===== src/rtl/rr_arb8_ctrl_pkg.sv =====
// Shared definitions for the eight-way round-robin arbiter.
// Holds the requester count, the arbiter state enum and the rotating priority pick.
package rr_arb8_ctrl_pkg;

    localparam int unsigned N_REQ = 8;
    localparam int unsigned SEL_W = 3;

    typedef enum logic {
        IDLE = 1'b0,
        BUSY = 1'b1
    } state_t;

    typedef struct packed {
        logic             found;
        logic [SEL_W-1:0] idx;
    } pick_t;

    // First set bit of req searching base, base+1, ... with wrap mod 8.
    // The loop runs from the farthest offset down so the nearest hit is written last.
    function automatic pick_t rr_pick(input logic [N_REQ-1:0] req, input logic [SEL_W-1:0] base);
        pick_t            p;
        logic [SEL_W-1:0] idx;
        p = '0;
        for (int i = int'(N_REQ) - 1; i >= 0; i--) begin
            idx = base + SEL_W'(i);
            if (req[idx]) begin
                p.found = 1'b1;
                p.idx   = idx;
            end
        end
        return p;
    endfunction

endpackage


===== src/rtl/rr_arb8_ctrl_mux8.sv =====
// Eight-input payload multiplexer.
// Ports: d0..d7 payload inputs, sel 3-bit select, y selected payload.
module rr_arb8_ctrl_mux8 #(
    parameter int unsigned WIDTH = 32
) (
    input  logic [WIDTH-1:0] d0,
    input  logic [WIDTH-1:0] d1,
    input  logic [WIDTH-1:0] d2,
    input  logic [WIDTH-1:0] d3,
    input  logic [WIDTH-1:0] d4,
    input  logic [WIDTH-1:0] d5,
    input  logic [WIDTH-1:0] d6,
    input  logic [WIDTH-1:0] d7,
    input  logic [2:0]       sel,
    output logic [WIDTH-1:0] y
);

    always_comb begin
        y = d0;
        case (sel)
            3'd0: y = d0;
            3'd1: y = d1;
            3'd2: y = d2;
            3'd3: y = d3;
            3'd4: y = d4;
            3'd5: y = d5;
            3'd6: y = d6;
            3'd7: y = d7;
            default: y = d0;
        endcase
    end

endmodule


===== src/rtl/rr_arb8_ctrl.sv =====
// Round-robin arbiter/sequencer sharing one valid/ready port among eight requesters.
// A grant is held for a whole multi-beat transaction; handover to the next requester
// happens on the completing beat with no idle cycle.
// Ports: clk, rst (sync, active-high); req/last per requester; data0..data7 payloads;
// out_ready from downstream; out_valid/out_last/out_data to downstream;
// grant one-hot, ack per-requester beat strobe, sel encoded grant, busy.
module rr_arb8_ctrl
    import rr_arb8_ctrl_pkg::*;
#(
    parameter int unsigned WIDTH = 32
) (
    input  logic                 clk,
    input  logic                 rst,
    input  logic [N_REQ-1:0]     req,
    input  logic [N_REQ-1:0]     last,
    input  logic [WIDTH-1:0]     data0,
    input  logic [WIDTH-1:0]     data1,
    input  logic [WIDTH-1:0]     data2,
    input  logic [WIDTH-1:0]     data3,
    input  logic [WIDTH-1:0]     data4,
    input  logic [WIDTH-1:0]     data5,
    input  logic [WIDTH-1:0]     data6,
    input  logic [WIDTH-1:0]     data7,
    input  logic                 out_ready,
    output logic                 out_valid,
    output logic                 out_last,
    output logic [WIDTH-1:0]     out_data,
    output logic [N_REQ-1:0]     grant,
    output logic [N_REQ-1:0]     ack,
    output logic [SEL_W-1:0]     sel,
    output logic                 busy
);

    state_t           state;
    logic [SEL_W-1:0] ptr;
    logic [SEL_W-1:0] next_base;
    logic             done;
    pick_t            idle_pick;
    pick_t            next_pick;

    // Downstream view is steered by the registered select
    assign busy      = (state == BUSY);
    assign out_valid = busy & req[sel];
    assign out_last  = busy & last[sel];
    assign ack       = grant & {N_REQ{out_valid & out_ready}};
    assign done      = out_valid & out_ready & out_last;

    // Fresh arbitration from idle, and handover arbitration excluding the finishing owner
    assign next_base = sel + SEL_W'(1);
    assign idle_pick = rr_pick(req, ptr);
    assign next_pick = rr_pick(req & ~grant, next_base);

    // Arbiter state, pointer and grant registers
    always_ff @(posedge clk) begin
        if (rst) begin
            state <= IDLE;
            ptr   <= '0;
            sel   <= '0;
            grant <= '0;
        end else begin
            case (state)
                IDLE: begin
                    if (idle_pick.found) begin
                        sel   <= idle_pick.idx;
                        grant <= N_REQ'(1) << idle_pick.idx;
                        state <= BUSY;
                    end
                end
                BUSY: begin
                    if (done) begin
                        ptr <= next_base;
                        if (next_pick.found) begin
                            sel   <= next_pick.idx;
                            grant <= N_REQ'(1) << next_pick.idx;
                        end else begin
                            grant <= '0;
                            state <= IDLE;
                        end
                    end
                end
            endcase
        end
    end

    rr_arb8_ctrl_mux8 #(
        .WIDTH(WIDTH)
    ) u_mux (
        .d0 (data0),
        .d1 (data1),
        .d2 (data2),
        .d3 (data3),
        .d4 (data4),
        .d5 (data5),
        .d6 (data6),
        .d7 (data7),
        .sel(sel),
        .y  (out_data)
    );

endmodule


===== config.mk =====
export PLATFORM = sky130hd
export DESIGN_NAME = rr_arb8_ctrl
export DESIGN_NICKNAME = d
export VERILOG_FILES = /design/src/rtl/rr_arb8_ctrl_pkg.sv /design/src/rtl/rr_arb8_ctrl_mux8.sv /design/src/rtl/rr_arb8_ctrl.sv
export SDC_FILE = /design/constraint.sdc
export NUM_CORES = 1
export LEC_CHECK = 0
export BUFFER_PORTS_ARGS = -buffer_cell sky130_fd_sc_hd__buf_2
export CORE_AREA = 2 2 128 130
export CTS_BUF_LIST = sky130_fd_sc_hd__clkbuf_16
export CTS_CLUSTER_SIZE = 24
export DETAILED_ROUTE_END_ITERATION = 8
export DIE_AREA = 0 0 130 132
export PLACE_DENSITY = 0.67
export SYNTH_ARGS = -nofsm -noshare
export SYNTH_HDL_FRONTEND = slang
export SYNTH_HIERARCHICAL = 1
export SYNTH_SLANG_ARGS = --single-unit

===== constraint.sdc =====
create_clock -name clk -period 3.55 [get_ports clk]
set_input_delay 0.355 -clock clk [delete_from_list [all_inputs] [get_ports clk]]
set_output_delay 0.355 -clock clk [all_outputs]
set_load 0.1 [all_outputs]

==> results.json <==
{
  "status": "finished clean",
  "die_w_um": 130,
  "r2r_cells": 10,
  "post-cts-setup-buffers": 0,
  "post-dp-hpwl_mm": 19.25,
  "drt-vias-per-instance": 5.818,
  "synth_fa_ha_area_frac": 0.009646,
  "final_common_cell": "buf_2",
  "grt_max_degree": 99,
  "syn_nets": 952,
  "post-place-ws_ns": 0.2549,
  "cp.arrival_ns": 3.49,
  "max-slew-margin-rel": 0.2886,
  "synth_area_sq_um": 5189,
  "core_sq_um": 15710,
  "max_clock_freq_mhz": 303.5,
  "fin_crit_ns": 3.295,
  "synth.avg_cell_area_sq_um": 7.710,
  "synth.distinct_cells": 77,
  "yosysTopAreaCell": "mux4_2",
  "nNetsFinal": 1236,
  "crit_family": "compound AO/OA/AOI/OAI gates",
  "io_pins": 329,
  "report.final.slew_viol_count": 0,
  "grt.total_usage": 0.2679,
  "cts_buffer_depth": 2,
  "postRouteWirelength_mm": 24.46,
  "dr.pass1.iters": 6,
  "skew_ns": 0.001080,
  "vdd_drop_max_mv": 0.2950,
  "cp_slowest_cell": "mux4_2",
  "cts_inserted_buffers": 3,
  "async_flop_share": 0,
  "insertion_delay_ns": 0.25,
  "fillers": 1576,
  "start_kind": "flop",
  "antenna_found_initial": 9,
  "die_area_sq_um": 17160,
  "gp_congestion": 0.9750,
  "synth_compound_area_frac": 0.3525,
  "cts_htree_levels": 1,
  "ys_seq_area_frac": 0.05787,
  "synth.area.top_cells": "mux4_2, mux2_2, a22oi_1, dfxtp_1, nand2b_1",
  "hold_depth": 2,
  "rsz0062_at_grt": "false",
  "numPlacedInstances": 1168,
  "stdcell_area_sq_um": 7533,
  "clkSinkCount": 15,
  "ys_warn_count": 6,
  "drcViolationCount": 0,
  "hold_path_startpoint": "rst",
  "drive_gt1_frac": 0.5167,
  "slowest_delay_ns": 0.64,
  "first_iter_violations": 669,
  "ys.flop_type": "dfxtp_1",
  "vias": 6854,
  "timing.critical_path.buf_inv": 1,
  "cts.hold.buffers_added": 0,
  "fin_ws_ns": 0.2550,
  "power_density_nw_per_um2": 541.6,
  "maxCapViolations": 0,
  "setup_viol": 0,
  "gr-total-overflow": 0,
  "final_cell_mix": "buf_2, a22oi_1, nor2_1, nand2_1, nand2b_1",
  "tns_ns": 0,
  "placed_area_sq_um": 7436,
  "clockRootBuffer": "clkbuf_16",
  "die_h_um": 132,
  "first_global_vias": 6452,
  "num_rows": 46,
  "start_util": 0.3302,
  "r2r-end": "grant[7]",
  "cp_max_fo": 9,
  "ant_nets": 0,
  "synthMuxAreaShare": 0.2404,
  "port-buffer-count": 328,
  "crit_chain": "clkinv_1 > ha_2 > mux4_2 > a221oi_1 > o21ai_0 > a311oi_1 > o21ai_1 > or3_1 > nor3b_1 > a221o_1",
  "grt_pass1_wl_mm": 36.34,
  "hold_path.class": "in -> reg",
  "worstHoldEndpoint": "sel[2]",
  "cp.required_ns": 3.74,
  "period_share": 0.9282,
  "postSynthCellCount": 673,
  "fin_cells": 1178,
  "wl_per_cell_um": 20.76,
  "cts_tree": "yes",
  "final_hold_viol_count": 0,
  "synthToLayoutAreaGrowth_pct": 45.19,
  "p_leak_nw": 3.253,
  "critPathCaptureType": "flop",
  "cts.clk_slew.worst_paths_ns": 0.05,
  "rrSetupSlack_ns": 0.26,
  "ys_ff_latch": 15,
  "synth_top_family_by_area": "compound AO/OA/AOI/OAI gates",
  "worst_pin_slew_ns": 1.067,
  "regToRegStartpoint": "ptr[0]",
  "synth_xor_area_frac": 0.01013,
  "hold_ws_ns": 0.4727,
  "synth_edf_count": 0,
  "synthSimpleGateAreaFrac": 0.2476,
  "critPathKind": "reg -> reg",
  "yosysTopAreaCellShare": 0.1172
}
==> cell type report <==
class | instances | area [sq um] | share of cell area
clock inverter | 1 | 5.005 | 0.0006643
multi-input combinational | 575 | 4638 | 0.6157
tap | 216 | 270.3 | 0.03587
inverter | 14 | 53.80 | 0.007142
clock buffer | 3 | 75.07 | 0.009965
sequential | 15 | 309.0 | 0.04102
timing repair buffer | 348 | 2167 | 0.2877
antenna | 6 | 15.01 | 0.001993
==> flip-flops by register name, indices dropped and copies added, names as in the netlist <==
name   count
grant      8
ptr        3
sel        3
busy       1
==> per-stage QoR <==
stage / util / total power, mW
2_1_floorplan: - / 2.799
3_3_place_gp: 0.4732 / 3.812
3_5_place_dp: 0.4732 / 3.828
4_1_cts: 0.4783 / 4.060
5_1_grt: 0.4791 / 4.270
6_report: 0.4795 / 4.080
==> Yosys cell counts (4+ instances only) <==
cell and n:
nor2_1 60, a21bo_2 25, o221ai_1 5, buf_1 4, or3b_2 4, nor3b_1 6
mux2_2 39, o32a_1 4, nand2b_1 42, a22oi_1 58, nor4_1 6, buf_2 33
and3b_1 6, nand3b_1 6, mux4_2 27, clkbuf_1 21, nor2b_1 11, o211ai_1 30
a21oi_1 15, inv_1 9, a31oi_1 31, a221oi_1 4, nor3_1 10, nand4_1 4
o21ai_0 14, o21a_1 4, buf_6 5, mux2i_1 20, a211o_1 5, dfxtp_1 15
a311oi_1 7, nand2_1 45, ha_1 4, and2_1 13, buf_4 4, a221o_1 4
nand3_1 9, a211oi_1 8
==> worst register-to-register path: stages, from the launching register on <==
cell and delay, ns:
dfxtp_1 0.33, clkinv_1 0.09, ha_2 0.44, mux4_2 0.64
a221oi_1 0.36, o21ai_0 0.15, a311oi_1 0.32, o21ai_1 0.16
or3_1 0.39, nor3b_1 0.22, a221o_1 0.13
==> power by group <==
part	switching (mW)	leakage [nW]	internal, mW	total [mW]
Sequential	0.0320	0.124	0.187	0.219
Combinational	2.36	3.09	1.28	3.64
Clock	0.0717	0.0409	0.151	0.222
Total	2.46	3.25	1.62	4.08
==> logic make-up (layout without fill, tap and decap cells) <==
family                   count (synthesis)  count (layout)
multiplexers                            86              86
buffers and inverters                   83             366
other                                    0               6
AND/OR/NAND/NOR                        239             239
XOR/XNOR                                 6               6
AO/OA/AOI/OAI                          240             240
adder cells (fa/ha/maj)                  4               4
flip-flops                              15              15
==> how the worst max path moves through the flow <==
stage | from | endpoint | slack (ns) | depth (start not counted)
5_1_grt | ptr[0] | grant[5] | 0.06 | 10
3_3_place_gp | ptr[0] | grant[3] | 0.31 | 10
6_report | ptr[0] | grant[7] | 0.26 | 10
4_1_cts | ptr[0] | grant[7] | 0.26 | 10
2_1_floorplan | sel[1] | grant[7] | 0.02 | 8
3_5_place_dp | ptr[0] | grant[7] | 0.25 | 10
==> per-layer routing <==
metal	wire, um	track usage	vias to the layer above	share of wire
met5	69	0	-	0.0028
met2	11520	0.4447	401	0.47
met3	2524	0.05519	60	0.10
li1	-	-	3194	-
met1	9708	0.3510	3189	0.40
met4	636	0.07228	10	0.026
==> what timing repair did <==
item / in CTS / in global routing
setup endpoints to repair: 0 / 1
gates resized for setup: 0 / 1
hold endpoints to repair: 0 / 0
Power figures use the tool's default switching activity.
